**src/rtl/pixel_dispatcher_pkg.sv**
```systemverilog
// Shared constants and dispatcher state encoding for the pixel pipeline.
// Used by the dispatcher, the reorder queues and the combinator.
package pixel_dispatcher_pkg;

    localparam int PIXEL_DATA_WIDTH = 10;
    localparam int RBG_SIZE         = 24;
    localparam int X_SIZE           = 640;
    localparam int Y_SIZE           = 480;
    localparam int NUM_ENGINES      = 4;
    localparam int ENG_IDX_WIDTH    = 2;

    typedef enum logic [1:0] {
        ST_IDLE,
        ST_DISPATCH,
        ST_DRAIN,
        ST_DONE
    } disp_state_e;

endpackage

```
**src/rtl/pixel_dispatcher_rr_arbiter.sv**
```systemverilog
// Combinational round-robin arbiter: first request at or above ptr,
// wrapping modulo N. The pointer register lives in the caller.
module rr_arbiter #(
    parameter int N     = 4,
    parameter int IDX_W = 2
) (
    input  logic [N-1:0]     req,
    input  logic [IDX_W-1:0] ptr,
    output logic [N-1:0]     grant,
    output logic [IDX_W-1:0] grant_idx,
    output logic             grant_valid
);

    // Scan from ptr upward and keep the first hit.
    always_comb begin
        int k;
        logic [IDX_W-1:0] kk;
        k           = 0;
        kk          = '0;
        grant       = '0;
        grant_idx   = '0;
        grant_valid = 1'b0;
        for (int i = 0; i < N; i++) begin
            k = int'(ptr) + i;
            if (k >= N) k = k - N;
            kk = IDX_W'(k);
            if (!grant_valid && req[kk]) begin
                grant_valid = 1'b1;
                grant_idx   = kk;
                grant[kk]   = 1'b1;
            end
        end
    end

endmodule

```
**src/rtl/pixel_dispatcher.sv**
```systemverilog
// Raster-order frame scheduler issuing one pixel per cycle to a pool of
// engines, round-robin, throttled by engine busy and queue full flags.
module pixel_dispatcher #(
    parameter int NUM_ENGINES      = pixel_dispatcher_pkg::NUM_ENGINES,
    parameter int ENG_IDX_WIDTH    = pixel_dispatcher_pkg::ENG_IDX_WIDTH,
    parameter int PIXEL_DATA_WIDTH = pixel_dispatcher_pkg::PIXEL_DATA_WIDTH,
    parameter int X_SIZE           = pixel_dispatcher_pkg::X_SIZE,
    parameter int Y_SIZE           = pixel_dispatcher_pkg::Y_SIZE
) (
    input  logic                        clk,
    input  logic                        reset,
    input  logic                        frame_start,
    input  logic [NUM_ENGINES-1:0]      eng_busy,
    input  logic [NUM_ENGINES-1:0]      queue_full,
    output logic [NUM_ENGINES-1:0]      eng_start,
    output logic [PIXEL_DATA_WIDTH-1:0] xpixel_o,
    output logic [PIXEL_DATA_WIDTH-1:0] ypixel_o,
    output logic                        frame_busy,
    output logic                        frame_done
);

    import pixel_dispatcher_pkg::*;

    localparam logic [PIXEL_DATA_WIDTH-1:0] X_LAST =
        PIXEL_DATA_WIDTH'(X_SIZE - 1);
    localparam logic [PIXEL_DATA_WIDTH-1:0] Y_LAST =
        PIXEL_DATA_WIDTH'(Y_SIZE - 1);
    localparam logic [ENG_IDX_WIDTH-1:0] IDX_LAST =
        ENG_IDX_WIDTH'(NUM_ENGINES - 1);

    disp_state_e state, state_nxt;

    logic [PIXEL_DATA_WIDTH-1:0] x_cnt, y_cnt;
    logic [PIXEL_DATA_WIDTH-1:0] x_nxt, y_nxt;
    logic [PIXEL_DATA_WIDTH-1:0] xpix_nxt, ypix_nxt;
    logic [ENG_IDX_WIDTH-1:0]    rr_ptr, ptr_nxt, gnt_idx;
    logic [NUM_ENGINES-1:0]      eligible, gnt_onehot, start_nxt;
    logic                        gnt_valid, last_pixel;
    logic                        busy_nxt, done_nxt, drain_clear;

    // eng_start doubles as last_issue: it masks the engine whose busy
    // flag has not risen yet.
    assign eligible = (state == ST_DISPATCH)
                    ? (~eng_busy & ~queue_full & ~eng_start)
                    : '0;

    assign last_pixel  = (x_cnt == X_LAST) && (y_cnt == Y_LAST);
    assign drain_clear = (eng_busy == '0) && (eng_start == '0);

    rr_arbiter #(
        .N     (NUM_ENGINES),
        .IDX_W (ENG_IDX_WIDTH)
    ) u_arb (
        .req         (eligible),
        .ptr         (rr_ptr),
        .grant       (gnt_onehot),
        .grant_idx   (gnt_idx),
        .grant_valid (gnt_valid)
    );

    // State and registered outputs; reset aborts any frame silently.
    always_ff @(posedge clk) begin
        if (reset) begin
            state      <= ST_IDLE;
            x_cnt      <= '0;
            y_cnt      <= '0;
            rr_ptr     <= '0;
            eng_start  <= '0;
            xpixel_o   <= '0;
            ypixel_o   <= '0;
            frame_busy <= 1'b0;
            frame_done <= 1'b0;
        end else begin
            state      <= state_nxt;
            x_cnt      <= x_nxt;
            y_cnt      <= y_nxt;
            rr_ptr     <= ptr_nxt;
            eng_start  <= start_nxt;
            xpixel_o   <= xpix_nxt;
            ypixel_o   <= ypix_nxt;
            frame_busy <= busy_nxt;
            frame_done <= done_nxt;
        end
    end

    // Next-state: final grant moves to DRAIN, idle engines end the frame.
    always_comb begin
        state_nxt = state;
        unique case (state)
            ST_IDLE:     if (frame_start) state_nxt = ST_DISPATCH;
            ST_DISPATCH: if (gnt_valid && last_pixel) state_nxt = ST_DRAIN;
            ST_DRAIN:    if (drain_clear) state_nxt = ST_DONE;
            ST_DONE:     state_nxt = ST_IDLE;
            default:     state_nxt = ST_IDLE;
        endcase
    end

    // Datapath and output next values: grant, raster advance, pointer.
    always_comb begin
        x_nxt     = x_cnt;
        y_nxt     = y_cnt;
        ptr_nxt   = rr_ptr;
        start_nxt = '0;
        xpix_nxt  = xpixel_o;
        ypix_nxt  = ypixel_o;
        busy_nxt  = frame_busy;
        done_nxt  = 1'b0;
        unique case (state)
            ST_IDLE: begin
                if (frame_start) begin
                    x_nxt    = '0;
                    y_nxt    = '0;
                    busy_nxt = 1'b1;
                end
            end
            ST_DISPATCH: begin
                if (gnt_valid) begin
                    start_nxt = gnt_onehot;
                    xpix_nxt  = x_cnt;
                    ypix_nxt  = y_cnt;
                    ptr_nxt   = (gnt_idx == IDX_LAST) ? '0 : gnt_idx + 1'b1;
                    if (x_cnt == X_LAST) begin
                        x_nxt = '0;
                        y_nxt = (y_cnt == Y_LAST) ? '0 : y_cnt + 1'b1;
                    end else begin
                        x_nxt = x_cnt + 1'b1;
                    end
                end
            end
            ST_DRAIN: begin
                if (drain_clear) begin
                    done_nxt = 1'b1;
                    busy_nxt = 1'b0;
                end
            end
            ST_DONE: begin
                done_nxt = 1'b0;
            end
            default: begin
                busy_nxt = 1'b0;
            end
        endcase
    end

endmodule
```
**config.mk**
```make
export PLATFORM = sky130hd
export DESIGN_NAME = pixel_dispatcher
export DESIGN_NICKNAME = d
export VERILOG_FILES = /design/src/rtl/pixel_dispatcher_pkg.sv /design/src/rtl/pixel_dispatcher_rr_arbiter.sv /design/src/rtl/pixel_dispatcher.sv
export SDC_FILE = /design/constraint.sdc
export NUM_CORES = 1
export LEC_CHECK = 0
export BUFFER_PORTS_ARGS = -buffer_cell sky130_fd_sc_hd__buf_2
export CORE_MARGIN = 5
export CORE_UTILIZATION = 46
export DETAILED_ROUTE_END_ITERATION = 12
export PLACE_DENSITY = 0.72
export SETUP_SLACK_MARGIN = 0.15
export SLEW_MARGIN = 40
export SYNTH_ARGS = -nofsm -noshare
export SYNTH_HDL_FRONTEND = slang
export SYNTH_HIERARCHICAL = 1
export SYNTH_SLANG_ARGS = --single-unit
```
**constraint.sdc**
```tcl
create_clock -name clk -period 4.65 [get_ports clk]
set_input_delay 0.465 -clock clk [delete_from_list [all_inputs] [get_ports clk]]
set_output_delay 0.465 -clock clk [all_outputs]
set_load 0.1 [all_outputs]
```
## Word-level counts from Yosys, hierarchy flattened

Index checks and enable logic that the tools add are counted.

| storage, ports and cells | value |
|---|---|
| register bits | 50 |
| bits of input ports | 11 |
| output and inout bits | 26 |

| operators by class | value |
|---|---|
| add/subtract/negate cells | 10 |
| magnitude comparators | 12 |
| equality and inequality tests | 11 |
| mux-type cells | 50 |
| bitwise gates (word level) | 11 |
| reductions and logical operators | 25 |

Operator list:

| operator | count |
|---|---|
| 2-to-1 mux 10 bit | 6 |
| case mux 10 bit (2 select lines) | 2 |
| 2-to-1 mux 2 bit | 12 |
| adder 10 x 1 -> 10 bit (second input constant) | 2 |
| 2-to-1 mux 4 bit | 5 |
| 2-to-1 mux 1 bit | 15 |
| < comparator 2 x 3 -> 1 bit (second input constant) | 4 |
| NOT 4 bit | 3 |
| bitwise OR 4 bit | 3 |
| == test 10 bit (second input constant) | 1 |
| == test 10 x 9 -> 1 bit (second input constant) | 1 |
| logical AND 1 bit | 10 |
| >= comparator 3 bit (second input constant) | 3 |
| AND reduction 3 bit | 3 |
| AND 4 bit | 2 |
| binary-select mux 1 bit (select 2 bit) | 4 |
| demux 1 bit (select 2 bit) | 4 |
| >= comparator 2 x 1 -> 1 bit (second input constant) | 4 |
| zero test 4 bit | 2 |
| case mux 2 bit (4 select lines) | 1 |
| subtractor 2 x 1 -> 2 bit (second input constant) | 4 |
| adder 2 x 2 -> 3 bit (second input constant) | 2 |
| == test 2 bit (second input constant) | 3 |
| inequality test 2 bit (second input constant) | 3 |
| other kinds (14) | 20 |

## Logic depth before layout (Yosys ltp)

Gate-level depths: netlist of run 1.

| logic depth | value |
|---|---|
| depth in word-level cells | 19 |
| gate-level depth with buffers | 15 |

## Cells and area by module

Netlist of run 1, hierarchy kept.

By module, submodules not included:

| module | times used | cells each | area an instance (um^2) | sequential area each (um^2) |
|---|---|---|---|---|
| pixel_dispatcher | 1 | 273 | 2,229.6 | 1,001.0 |
| rr_arbiter | 1 | 45 | 421.7 | 0.0 |

## Worst setup path after synthesis of run 1

No wires, ideal clock.

| path | value |
|---|---|
| path type | flip-flop to flip-flop |
| from | register state[1] |
| to | register y_cnt[3] |
| library setup time | 0.087 ns |
| arrival | 3.192 ns |
| slack | 1.371 ns |
| stages on the path, launching flop included | 15 |
| period minus slack after synthesis | 3.279 ns |
| cell sequence | dfxtp_1 -> inv_1 -> ha_1 -> clkbuf_1 -> clkbuf_1 -> nor4b_1 -> mux4_2 -> buf_6 -> nor3_1 -> nand2b_1 -> nor2b_1 -> or2_2 -> or3_1 -> clkbuf_1 -> o31ai_1 |

| between the ends | value |
|---|---|
| word-level cells in the longest chain between the ends | 16 |
| elaborated cells on any way between the ends | 27 |

Ends and longest elaborated chain:

| what | line | source |
|---|---|---|
| start: declaration | pixel_dispatcher.sv:31 | `disp_state_e state, state_nxt;` |
| start signal: assignment | pixel_dispatcher.sv:74 | `state <= state_nxt;` |
| == test 2 x 1 -> 1 bit (*) | pixel_dispatcher.sv:43 | `assign eligible = (state == ST_DISPATCH)` |
| 2-to-1 mux 4 bit (*) | pixel_dispatcher.sv:44 | `? (~eng_busy & ~queue_full & ~eng_start)` |
| named net eligible[3] | pixel_dispatcher.sv:37 | `logic [NUM_ENGINES-1:0] eligible, gnt_onehot, start_nxt;` |
| binary-select mux 1 bit (select 2 bit) | pixel_dispatcher_rr_arbiter.sv:27 | `if (!grant_valid && req[kk]) begin` |
| 2-to-1 mux 1 bit (implied by the code) | pixel_dispatcher_rr_arbiter.sv:27 |  |
| 2-to-1 mux 1 bit | pixel_dispatcher_rr_arbiter.sv:27 |  |
| zero test 1 bit | pixel_dispatcher_rr_arbiter.sv:27 |  |
| logical AND 1 bit | pixel_dispatcher_rr_arbiter.sv:27 |  |
| (+2 left out) | -- |  |
| logical AND 1 bit | pixel_dispatcher_rr_arbiter.sv:27 |  |
| 2-to-1 mux 1 bit | pixel_dispatcher_rr_arbiter.sv:27 |  |
| zero test 1 bit | pixel_dispatcher_rr_arbiter.sv:27 |  |
| logical AND 1 bit | pixel_dispatcher_rr_arbiter.sv:27 |  |
| 2-to-1 mux 1 bit (*) | pixel_dispatcher_rr_arbiter.sv:27 |  |
| named net gnt_valid | pixel_dispatcher.sv:38 | `logic gnt_valid, last_pixel;` |
| inequality test 2 bit (no source line) (*) | -- |  |
| AND reduction 4 bit (no source line) (*) | -- |  |
| end signal: assignment | pixel_dispatcher.sv:76 | `y_cnt <= y_nxt;` |
| end: declaration | pixel_dispatcher.sv:33 | `logic [PIXEL_DATA_WIDTH-1:0] x_cnt, y_cnt;` |

Mark *: on every way through the listed nets, which the timed path passes. The rest lies on a longest branch. The select of a mux whose other input is x is not followed.
A chain may end at the register's enable or synchronous reset.

## Worst setup path in the final report of run 1

| path | value |
|---|---|
| from | register state[1] |
| to | register y_cnt[7] |

Same word-level chain as after synthesis.

==> impl_metrics.tcl, run 1 <==
set metrics [dict create \
    status "finished, final reports clean" \
    setup_viol 0 \
    syn-cell-area_sq_um 2650 \
    syn-num-nets 340 \
    vias 2399 \
    std_cell_rows 27 \
    postSynth.asyncResetShare_pct 0 \
    synth.distinct_cells 54 \
    ioPinCount 37 \
    cts_inserted_buffers 5 \
    clk_latency_ps 310 \
    grt_max_degree 30 \
    fin_crit_sh_pct 81.9 \
    drt_wl_total_microns 6250 \
    cpMaxStageDelayCell "nor4b_1" \
    min_period_ps 3810 \
    skew_ps 13.8 \
    yosysMostFrequentCell "nand2_1" \
    top_usage_layer "met2" \
    clock_sinks 50 \
    finalWorstSetupSlack_ps 842 \
    seqCellArea_sq_um 1000 \
    first_iter_violations 153 \
    ant_nets 0 \
    cts_buffer_depth 2 \
    relSlewSlack_pct 45.4 \
    path_class "flop to flop" \
    hold_buffers 0 \
    finalMaxSlewViolations 0 \
    crit_chain "inv_1, ha_1, nor4b_1, mux4_2, nor3_1, nand2b_1, nor2b_1, or2_2, or3_1, o31ai_1" \
    cp.required_ps 4880 \
    postLayoutCellArea_sq_um 2960 \
    placed_cell_area_sq_um 2850 \
    drtPass1Iterations 4 \
    core_area_sq_um 5540 \
    cts-root-buf "clkbuf_8" \
    path_max_fanout 18 \
    n_antenna_cell 0 \
    use_met2_pct 25.4 \
    grt_pass1_wl_microns 10400 \
    avgSynthCellArea_sq_um 8.34 \
    nFillCells 562 \
    worstMarginPinSlew_ps 807 \
    start_kind "flop" \
    port_buffers 36 \
    critical-path-max-stage-delay_ps 730 \
    synth-simple-area-share_pct 27.1 \
    met1_usage_pct 24.4 \
    min_path_type "flop to flop" \
    synth_top_family_by_area "simple AND/OR/NAND/NOR gates" \
    synth_edf_count 0 \
    p_per_area_nw_per_um2 365 \
    syn_inst 318 \
    clkTransAtPathRegs_ps 110 \
    grt_antenna_before_repair 0 \
    ys_seq_area_share_pct 37.8 \
    vias_per_cell 5.75 \
    post_cts_buffers 0 \
    synth-xor-area-share_pct 1.65 \
    dpl_worst_slack_ps 941 \
    synth-seq-cells 50 \
    htree_num_levels 2 \
    leakage_nw 1.11 \
    syn_to_final_growth_pct 11.6 \
    groute.usage.overall_pct 17.0 \
    gp_congestion 0.871 \
    arrival_ps 4040 \
    multi_input_area_sq_um 1550 \
    cts_tree "built" \
    synthAdderAreaFrac_pct 5.19 \
    cap_violations 0 \
    rsz0062_at_grt "false" \
    fp.dieArea_sq_um 7380 \
    yosysTopAreaCell "dfxtp_1" \
    synth_common_cells "nand2_1, dfxtp_1, a21oi_1, nor2_1, o21ai_0" \
    ys_warn_count 6 \
    synth_top_area_share_pct 37.8 \
    drc_errors 0 \
    cp-end-kind "flop" \
    grt_overflow 0 \
    cp_top_family "simple AND/OR/NAND/NOR gates" \
    start_util_pct 47.9 \
    final_hold_viol_count 0 \
    cts_resized 0 \
    die_x_microns 85.9 \
    first_global_vias 2181 \
    synth-compound-area-share_pct 18.5 \
    power_w 0.00108 \
    synth-main-ff-cell "dfxtp_1" \
    wire_per_inst_microns 15.0 \
    layout-drive-gt1-share_pct 18.0 \
    netlist_top_cells_area "dfxtp_1, nand2_1, a21oi_1, ha_1, o21ai_0" \
    grt_use_met3_pct 4.03 \
    tns_ps 0 \
    place_hpwl_microns 4320 \
    worst_hold_slack_ps 456 \
    nets 366 \
    die_h_microns 85.9 \
    fmax_ghz 0.263 \
    peakVddDrop_mv 0.191 \
    synthMuxAreaShare_pct 5.24 \
    crit_buf_inv 1 \
]
final cells by class:
class                   count  area share [%]
clock buffers               5            2.33
clock inverters             3           0.803
inverters                   9            1.14
multi-input cells         241            52.5
flip-flops and latches     50            33.8
well taps                  72            3.04
repair buffers             37            6.34
where the power goes:
group	switching, W	internal [W]	total, W	leakage (nW)
registers	0.0000181	0.000442	0.000460	0.403
logic	0.000232	0.000121	0.000353	0.668
clock network	0.000159	0.000108	0.000267	0.0408
through the flow:
step                cells  util [%]
global placement      409      51.3
floorplan             318         -
detailed placement    409      51.5
finish                417      53.4
global route          417      53.4
CTS                   417      53.1
kinds of logic after synthesis:
family                   Yosys count
XOR/XNOR                           5
AND/OR/NAND/NOR                  139
adder cells (fa/ha/maj)           11
buffers and inverters             27
AO/OA/AOI/OAI                     78
flip-flops                        50
multiplexers                       8
sequential cells by signal, indices dropped and copies added, names as in the netlist:
| register | count |
|---|---|
| frame_done | 1 |
| eng_start | 4 |
| y_cnt | 10 |
| xpixel_o | 10 |
| ypixel_o | 10 |
| frame_busy | 1 |
| state | 2 |
| x_cnt | 10 |
| rr_ptr | 2 |
routing by layer:
| metal | wire length (microns) | vias to the layer above |
|---|---|---|
| met3 | 464 | 6 |
| met2 | 2730 | 78 |
| met4 | 53 | 0 |
| met1 | 3010 | 1120 |
| met5 | 0 | - |
| li1 | - | 1195 |
worst min-delay path, cell delays in order, from the launching register on:
cell and delay, ps:
dfxtp_1 320, nand2_1 50, a21oi_1 50
cell usage in the layout, fill, tap and decap left out, drive strengths merged, types with 3 or more instances in the layout:
| cell | synthesis | routed |
|---|---|---|
| nor4b | 5 | 5 |
| a22oi | 9 | 9 |
| a21oi | 29 | 29 |
| mux2i | 3 | 3 |
| nor2 | 21 | 21 |
| mux4 | 4 | 4 |
| nor4 | 5 | 5 |
| o31ai | 4 | 4 |
| and3 | 5 | 5 |
| xor2 | 4 | 4 |
| dfxtp | 50 | 50 |
| inv | 9 | 10 |
| nor3 | 3 | 3 |
| clkbuf | 14 | 5 |
| o21ai | 19 | 19 |
| ha | 11 | 11 |
| nand2b | 6 | 6 |
| nand3 | 10 | 10 |
| buf | 4 | 37 |
| nor2b | 5 | 5 |
| nand2 | 60 | 60 |
| nand4 | 5 | 5 |
path summary, 6_finish.rpt:
path | startpoint | end | slack [ps] | depth (start not counted)
max | state[1] | y_cnt[7] | 840 | 10
min | xpixel_o[2] | xpixel_o[2] | 460 | 2
max reg2reg | state[1] | y_cnt[7] | 840 | 10
min reg2reg | xpixel_o[2] | xpixel_o[2] | 460 | 2
Power figures use the tool's default switching activity.
==> inputs of run 2 (changes only) <==
- PLACE_DENSITY: 0.72 -> 0.75
- clock period: 4.65 -> 3.4 ns (I/O delays scaled with it)
==> run 2 against run 1 <==
Compared with the run above: global-route usage is 0.11 points higher; via count up 0.33%; routed wire length shrank 0.48%; cell count increased by 0.96%; combinational power increased by 46%; first-iteration DRC count decreased by 27%; critical path depth is the same; largest power group unchanged; critical endpoint is now y_cnt[3]; sequential cell count is the same; hold slack got worse by 35 ps; final area is 2.7% higher; utilization grew 1.4 points.
==> impl_metrics.tcl, run 2 (synthesized netlist as in run 1, its figures left out) <==
set metrics [dict create \
    cts_buffer_depth 2 \
    met1_usage_pct 24.1 \
    multi_input_area_sq_um 1600 \
    grt_overflow 0 \
    worst_hold_slack_ps 421 \
    worstMarginPinSlew_ps 660 \
    final_hold_viol_count 0 \
    ant_nets 0 \
    min_path_type "primary input to flop" \
    arrival_ps 3300 \
    clk_latency_ps 310 \
    hold_buffers 0 \
    top_usage_layer "met2" \
    std_cell_rows 27 \
    cts-root-buf "clkbuf_8" \
    crit_chain "inv_1, ha_1, nor4b_2, mux4_1, nor3_1, nand2b_1, nor2b_1, or2_2, or3_1, o31ai_1" \
    htree_num_levels 2 \
    grt_use_met3_pct 3.55 \
    path_class "flop to flop" \
    path_max_fanout 6 \
    core_area_sq_um 5540 \
    cts_inserted_buffers 5 \
    worstHoldStart "eng_busy[1]" \
    clkTransAtPathRegs_ps 100 \
    first_global_vias 2193 \
    syn_to_final_growth_pct 14.6 \
    vias 2407 \
    power_w 0.00152 \
    p_per_area_nw_per_um2 500 \
    vias_per_cell 5.72 \
    skew_ps 9.45 \
    port_buffers 36 \
    die_x_microns 85.9 \
    cp_top_family "simple AND/OR/NAND/NOR gates" \
    cts_tree "built" \
    final_cells 421 \
    groute.usage.overall_pct 17.1 \
    die_h_microns 85.9 \
    final_common_cell "nand2_1" \
    nets 370 \
    r2r_start "state[1]" \
    cap_violations 0 \
    grt_antenna_before_repair 0 \
    rsz0062_at_grt "false" \
    use_met2_pct 26.0 \
    cp-end-kind "flop" \
    status "finished, final reports clean" \
    relSlewSlack_pct 55.6 \
    drt_wl_total_microns 6220 \
    gp_congestion 0.840 \
    layout-drive-gt1-share_pct 19.5 \
    drtPass1Iterations 4 \
    setup_viol 0 \
    peakVddDrop_mv 0.239 \
    start_util_pct 47.9 \
    place_hpwl_microns 4380 \
    cp.required_ps 3620 \
    drc_errors 0 \
    start_kind "flop" \
    finalMaxSlewViolations 0 \
    layout_common_cells "nand2_1, dfxtp_1, buf_2" \
    grt_max_degree 30 \
    cpMaxStageDelayCell "or3_1" \
    first_iter_violations 111 \
    crit_start "state[1]" \
    n_antenna_cell 0 \
    fp.dieArea_sq_um 7380 \
    ioPinCount 37 \
    fin_crit_sh_pct 90.5 \
    crit_buf_inv 1 \
    nFillCells 513 \
    grt_pass1_wl_microns 10400 \
    seqCellArea_sq_um 1000 \
    min_period_ps 3080 \
    critical-path-max-stage-delay_ps 520 \
    fmax_ghz 0.325 \
    placed_cells 412 \
    tns_ps 0 \
    clock_sinks 50 \
    leakage_nw 1.15 \
    wire_per_inst_microns 14.8 \
]
[run 2: layer usage]
metal / part of all wire [%] / routed length, microns
met2: 44 / 2730
met5: 0 / 0
met4: 1.1 / 67
met1: 48 / 2980
met3: 7.1 / 441
[run 2: through the flow]
| step | setup WS (ps) | area, sq um | utilization [%] |
|---|---|---|---|
| 6_report | 322 | 3040 | 54.8 |
| 5_1_grt | 125 | 3040 | 54.8 |
| 4_1_cts | 252 | 3000 | 54.1 |
| 3_5_place_dp | 96.2 | 2890 | 52.1 |
| 3_3_place_gp | 317 | 2880 | 52.0 |
| 2_1_floorplan | 186 | 2660 | - |
[run 2: final timing paths]
kind                 endpoint  slack (ps)  depth (start not counted)
setup / recovery     y_cnt[3]         320                         10
hold / removal     frame_done         420                          4
setup reg to reg     y_cnt[3]         320                         10
hold reg to reg   ypixel_o[3]         450                          2
[run 2: layout make-up]
class	count	share of cell area, %
clock buffers	6	2.72
clock inverters	2	0.535
inverters	9	1.11
multi-input cells	241	52.6
flip-flops and latches	50	32.9
well taps	72	2.97
repair buffers	41	7.17
[run 2: report_power, final]
group / total, W / switching [W] / internal (W) / leakage [nW]
combinational: 0.000517 / 0.000329 / 0.000188 / 0.697
clock: 0.000377 / 0.000209 / 0.000168 / 0.0478
sequential: 0.000624 / 0.0000194 / 0.000605 / 0.403
[run 2: tightest hold or removal path, stage by stage]
cell     delay [ps]
buf_2           100
nor4_1           60
nand2_1         130
nor3b_1          70
[run 2: timing repair]
| action | 4_1_cts | 5_1_grt |
|---|---|---|
| setup endpoints to repair | 5 | 12 |
| setup buffers | 0 | 1 |
| resized for setup | 2 | 4 |
